File: config.mk
export PLATFORM = sky130hd
export DESIGN_NAME = vga_sync_monitor
export DESIGN_NICKNAME = d
export VERILOG_FILES = /design/src/rtl/vga_sync_monitor.sv
export SDC_FILE = /design/constraint.sdc
export NUM_CORES = 1
export LEC_CHECK = 0
export ABC_AREA = 1
export BUFFER_PORTS_ARGS = -buffer_cell sky130_fd_sc_hd__clkbuf_2
export CAP_MARGIN = 20
export CORE_MARGIN = 3
export CORE_UTILIZATION = 41
export DETAILED_ROUTE_END_ITERATION = 6
export GPL_TIMING_DRIVEN = 0
export PLACE_DENSITY_LB_ADDON = 0.15
export SKIP_LAST_GASP = 1
export SYNTH_ARGS = -nofsm -noshare
export SYNTH_HDL_FRONTEND = slang
export SYNTH_SLANG_ARGS = --single-unit
File: constraint.sdc
create_clock -name clk -period 6.2 [get_ports clk]
set_input_delay 0.62 -clock clk [delete_from_list [all_inputs] [get_ports clk]]
set_output_delay 0.62 -clock clk [all_outputs]
set_load 0.1 [all_outputs]
File: src/rtl/vga_sync_monitor.sv
// Receive-side VGA timing decoder. It rebuilds pixel coordinates from the hsync/vsync
// edges, checks every edge against the nominal timing, and reports lock and errors.
module vga_sync_monitor #(
    parameter int   H_VIS       = 640,
    parameter int   H_FP        = 16,
    parameter int   H_SYNC      = 96,
    parameter int   H_BP        = 48,
    parameter int   V_VIS       = 480,
    parameter int   V_FP        = 10,
    parameter int   V_SYNC      = 2,
    parameter int   V_BP        = 33,
    parameter logic SYNC_POL    = 1'b0,
    parameter int   LOCK_FRAMES = 2
) (
    input  logic       clk,
    input  logic       reset,
    input  logic       p_tick,
    input  logic       hsync,
    input  logic       vsync,
    output logic [9:0] pixel_x,
    output logic [9:0] pixel_y,
    output logic       video_on,
    output logic       locked,
    output logic       frame_start,
    output logic       h_err,
    output logic       v_err,
    output logic [7:0] err_cnt
);
    localparam int H_TOT    = H_VIS + H_FP + H_SYNC + H_BP;
    localparam int V_TOT    = V_VIS + V_FP + V_SYNC + V_BP;
    localparam int TO_TICKS = 2 * H_TOT;
    localparam int TW       = $clog2(TO_TICKS);
    localparam int GW       = $clog2(LOCK_FRAMES + 1);

    localparam logic [9:0]    H_LAST    = 10'(H_TOT - 1);
    localparam logic [9:0]    V_LAST    = 10'(V_TOT - 1);
    localparam logic [9:0]    H_LEAD    = 10'(H_VIS + H_FP);
    localparam logic [9:0]    H_TRAIL   = 10'(H_VIS + H_FP + H_SYNC);
    localparam logic [9:0]    V_LEAD    = 10'(V_VIS + V_FP);
    localparam logic [9:0]    V_TRAIL   = 10'(V_VIS + V_FP + V_SYNC);
    localparam logic [9:0]    H_VIS_W   = 10'(H_VIS);
    localparam logic [9:0]    V_VIS_W   = 10'(V_VIS);
    localparam logic [TW-1:0] TO_LAST   = TW'(TO_TICKS - 1);
    localparam logic [GW-1:0] GOOD_LOCK = GW'(LOCK_FRAMES);

    typedef enum logic [1:0] {SEARCH, ACQUIRE, LOCKED} state_t;

    state_t        state_reg;
    logic [9:0]    hpos_reg, vpos_reg;
    logic [1:0]    sync_d_reg;
    logic [TW-1:0] to_cnt_reg;
    logic [GW-1:0] good_cnt_reg;
    logic          frame_err_reg;

    // Bit 0 carries hsync, bit 1 carries vsync; both are normalised to 1 = active.
    logic [1:0] sync_in, sync_act, lead, trail;
    assign sync_in = {vsync, hsync};

    generate
        for (genvar gi = 0; gi < 2; gi++) begin : g_sync
            assign sync_act[gi] = sync_in[gi] ~^ SYNC_POL;
            assign lead[gi]     = sync_act[gi] & ~sync_d_reg[gi];
            assign trail[gi]    = ~sync_act[gi] & sync_d_reg[gi];
        end
    endgenerate

    logic [9:0]    hn, vn;
    logic          checking, h_bad, v_bad, any_bad, timeout;
    logic [8:0]    err_sum;
    logic [GW-1:0] good_inc;

    always_comb begin
        hn = (hpos_reg == H_LAST) ? 10'd0 : hpos_reg + 10'd1;
        vn = vpos_reg;
        if (hpos_reg == H_LAST) begin
            vn = (vpos_reg == V_LAST) ? 10'd0 : vpos_reg + 10'd1;
        end
    end

    assign checking = (state_reg != SEARCH);
    assign h_bad    = checking & ((lead[0] & (hn != H_LEAD)) | (trail[0] & (hn != H_TRAIL)));
    assign v_bad    = checking & ((lead[1]  & ((hn != 10'd0) | (vn != V_LEAD))) |
                                  (trail[1] & ((hn != 10'd0) | (vn != V_TRAIL))));
    assign any_bad  = h_bad | v_bad;
    assign timeout  = ~lead[0] & (to_cnt_reg == TO_LAST);
    assign err_sum  = {1'b0, err_cnt} + {8'd0, h_bad} + {8'd0, v_bad};
    assign good_inc = good_cnt_reg + GW'(1);

    assign pixel_x  = hpos_reg;
    assign pixel_y  = vpos_reg;
    assign locked   = (state_reg == LOCKED);
    assign video_on = locked & (hpos_reg < H_VIS_W) & (vpos_reg < V_VIS_W);

    always_ff @(posedge clk) begin
        if (reset) begin
            state_reg     <= SEARCH;
            hpos_reg      <= '0;
            vpos_reg      <= '0;
            sync_d_reg    <= '0;
            to_cnt_reg    <= '0;
            good_cnt_reg  <= '0;
            frame_err_reg <= 1'b0;
            frame_start   <= 1'b0;
            h_err         <= 1'b0;
            v_err         <= 1'b0;
            err_cnt       <= '0;
        end else begin
            frame_start <= 1'b0;
            h_err       <= 1'b0;
            v_err       <= 1'b0;
            if (p_tick) begin
                sync_d_reg  <= sync_act;
                hpos_reg    <= lead[0] ? H_LEAD : hn;
                vpos_reg    <= lead[1] ? V_LEAD : vn;
                frame_start <= lead[1];
                h_err       <= h_bad;
                v_err       <= v_bad;
                err_cnt     <= err_sum[8] ? 8'hFF : err_sum[7:0];

                if (lead[0] || timeout) begin
                    to_cnt_reg <= '0;
                end else begin
                    to_cnt_reg <= to_cnt_reg + TW'(1);
                end

                // Frame cleanliness is judged from one vsync leading edge to the next.
                if (lead[1]) begin
                    frame_err_reg <= 1'b0;
                end else if (any_bad) begin
                    frame_err_reg <= 1'b1;
                end

                if (timeout) begin
                    state_reg    <= SEARCH;
                    good_cnt_reg <= '0;
                end else begin
                    case (state_reg)
                        SEARCH: begin
                            if (lead[1]) begin
                                state_reg    <= ACQUIRE;
                                good_cnt_reg <= '0;
                            end
                        end
                        ACQUIRE: begin
                            if (lead[1]) begin
                                if (frame_err_reg || any_bad) begin
                                    good_cnt_reg <= '0;
                                end else if (good_inc == GOOD_LOCK) begin
                                    state_reg    <= LOCKED;
                                    good_cnt_reg <= '0;
                                end else begin
                                    good_cnt_reg <= good_inc;
                                end
                            end
                        end
                        LOCKED: begin
                            if (any_bad) begin
                                state_reg    <= ACQUIRE;
                                good_cnt_reg <= '0;
                            end
                        end
                        default: begin
                            state_reg    <= SEARCH;
                            good_cnt_reg <= '0;
                        end
                    endcase
                end
            end
        end
    end
endmodule

==> impl_metrics.tcl <==
set metrics [dict create \
    crit_chain "ha_1 -> nand2_4 -> clkinv_4 -> nand2_4 -> nor2_8 -> buf_8 -> o21ai_1 -> nand2_1 -> a21oi_1 -> nand4_1 -> nand2_1 -> fa_1 -> inv_1 -> ha_1 -> nand2_1 -> nor2_1 -> and3_1 -> nand3_1 -> a21oi_1" \
    coreArea_um2 6870 \
    cp.arrival_ns 3.66 \
    required_ns 6.43 \
    ir_drop_mv 0.0953 \
    cts_buffer_depth 2 \
    status "finished, final reports clean" \
    synthCells 443 \
    cts_hold_buffers 0 \
    max_freq_mhz 291 \
    synth.distinct_cells 43 \
    clkTransAtPathRegs_ns 0.10 \
    dp_hpwl_um 5750 \
    end_kind "flip-flop" \
    drv_slew 0 \
    cts_max_level 2 \
    synth_top_cell_by_area "dfxtp_1" \
    worst_slew_pin_slew_ns 0.672 \
    yosysTopAreaCellShare 0.335 \
    stdcell_count 583 \
    grt_overflow 0 \
    clock-root-buffer "clkbuf_8" \
    area_delta_synth_final_pct 14.1 \
    rr_worst_depth 19 \
    power.leakage_nw 1.58 \
    synth_fp_nets 454 \
    wl_per_cell_um 12.9 \
    cts_buffers 5 \
    fin_skew_ns 0.00826 \
    final.setup.tns_ns 0 \
    grt_pass1_wl_um 13000 \
    start_util 0.426 \
    regArea_um2 981 \
    viasPerCell 4.99 \
    antennaDiodeCount 0 \
    gp_congestion 0.847 \
    cpMaxStageDelayCell "fa_1" \
    hold_viol 0 \
    place_inst 575 \
    power_density_nw_per_um2 227 \
    rrSetupSlack_ns 2.77 \
    utilization 0.487 \
    die_h_um 90.5 \
    critical_path_class "flip-flop to flip-flop" \
    rows 30 \
    synth_area_per_cell_um2 6.61 \
    finalSetupViolations 0 \
    ys_ff_latch 49 \
    min_period_ns 3.43 \
    critPathLaunch "pixel_x[0]$_SDFFE_PP0P_" \
    grt_pass1_vias 2866 \
    yosys_warnings 0 \
    maxCapViolations 0 \
    cts_sinks 49 \
    period_share 0.553 \
    ant_nets 0 \
    grt_usage 0.190 \
    ys_seq_area_frac 0.335 \
    hold_class "flip-flop to flip-flop" \
    remaining_drc_errors 0 \
    start_kind "flip-flop" \
    crit_fanout 10 \
    nFillCells 726 \
    rsz0062_at_grt "false" \
    synth.area.top_cells "dfxtp_1, nand2_1, inv_1, nor2_1, nand3_1" \
    drt-total-wl_um 7520 \
    grt_max_degree 17 \
    fin_nets 497 \
    critPathMaxStageDelay_ns 0.45 \
    ios 38 \
    slew_headroom 0.550 \
    die_area_um2 8190 \
    cts_tree "yes" \
    antenna_found_initial 0 \
    r2r-start "pixel_x[0]$_SDFFE_PP0P_" \
    largest_register_ffs 11 \
    reg2reg_to "err_cnt[3]$_SDFFE_PP0P_" \
    syn-cell-area_um2 2930 \
    vias 2911 \
    insertion_delay_ns 0.31 \
    cp_common_cell "nand2_1" \
    first_pass_iters 4 \
    layout-drive-gt1-share 0.142 \
    min_from "good_cnt_reg[1]$_SDFFE_PP0P_" \
    multi_input_area_um2 1630 \
    die_w_um 90.5 \
    critPathCapture "err_cnt[3]$_SDFFE_PP0P_" \
    drt-initial-drc-count 105 \
    cts_setup_buffers 0 \
    cts_resized 0 \
    port_buffers 36 \
]
[kinds of logic (layout without fill, tap and decap cells)]
group                      count (synthesis)  in the layout  synth area share
and+or+nand+nor                          240            240             0.378
buffers and inverters                     76            120             0.108
AOI/OAI and AO/OA                         66             66             0.134
DFF                                       49             49             0.335
adders and majority gates                  6              6            0.0282
xor gates and xnor gates                   6              6            0.0179
[metal layers]
| layer | global-route usage | up-vias | part of all wire |
|---|---|---|---|
| met3 | 0.0325 | 10 | 0.050 |
| met4 | 0.0663 | 0 | 0.014 |
| met5 | 0 | - | 0 |
| met2 | 0.316 | 58 | 0.47 |
| li1 | - | 1525 | - |
| met1 | 0.249 | 1318 | 0.47 |
[how the worst min path moves through the flow]
stage,endpoint,slack [ns],cells after the start
after floorplan,good_cnt_reg[1]$_SDFFE_PP0P_,0.43,2
after global placement,good_cnt_reg[1]$_SDFFE_PP0P_,0.44,2
after detailed placement,good_cnt_reg[1]$_SDFFE_PP0P_,0.44,2
after CTS,good_cnt_reg[1]$_SDFFE_PP0P_,0.45,2
after global routing,good_cnt_reg[1]$_SDFFE_PP0P_,0.49,2
final,good_cnt_reg[1]$_SDFFE_PP0P_,0.45,2
[critical path, delay by kind of cell, from the launching register on]
family	cells	cell delay [ns]
compound gates	3	0.32
simple gates	10	1.43
flops	1	0.44
fa+ha+maj	3	0.83
buf+inv	3	0.31
[cell type report]
| cell class | count | area share |
|---|---|---|
| Buffer | 13 | 0.0221 |
| Clock buffer | 5 | 0.0206 |
| Clock inverter | 3 | 0.0131 |
| Inverter | 63 | 0.0723 |
| Multi-Input combinational cell | 318 | 0.489 |
| Sequential cell | 49 | 0.294 |
| Tap cell | 96 | 0.0359 |
| Timing Repair Buffer | 36 | 0.0539 |
[stage by stage]
stage | area, um2 | total power [W] | worst slack [ns] | hold slack, ns
CTS | 3340 | 0.000768 | 2.75 | 0.454
global route | 3340 | 0.000798 | 2.47 | 0.486
global placement | 3230 | 0.000528 | 2.86 | 0.438
detailed placement | 3230 | 0.000530 | 2.79 | 0.438
floorplan | 2930 | 0.000495 | 2.25 | 0.425
finish | 3340 | 0.000759 | 2.77 | 0.451
[cell usage after synthesis (all sizes together)]
library cell,n
nor3,9
a221oi,6
or2,1
a21boi,1
ha,5
dfxtp,49
xor2,4
a2111oi,1
nand3,32
nand2,116
nand4,15
and3,2
clkinv,1
xnor2,2
o2111ai,1
o221ai,1
nor4,1
a31oi,2
o21ai,21
clkbuf,8
fa,1
nor2,59
o21bai,2
nor3b,5
a211oi,2
buf,5
o211ai,2
a21oi,26
inv,62
o31a,1
[power by group]
part,internal [W],leakage (nW),switching [W]
Clock,0.000121,0.0585,0.000116
Combinational,0.0000388,1.13,0.000142
Sequential,0.000328,0.399,0.0000134
[cell usage in the layout (no fill, tap or decap), types with 2 or more instances in the layout]
cell type    n
nand4_1     14
nand2_4      3
nand2_1    109
buf_2        2
nor2_1      55
o211ai_1     2
o21ai_0     20
and3_1       2
clkbuf_1     8
inv_1       61
clkbuf_2    36
nor3_1       9
a21oi_1     25
nand3_1     28
dfxtp_1     49
o21bai_1     2
nand3_2      4
a211oi_1     2
xor2_1       4
xnor2_1      2
ha_1         5
clkbuf_8     5
nand2_2      4
a221oi_1     6
nor2_2       2
nor3b_1      5
a31oi_1      2
No activity file was read; power rests on OpenSTA's default activity.
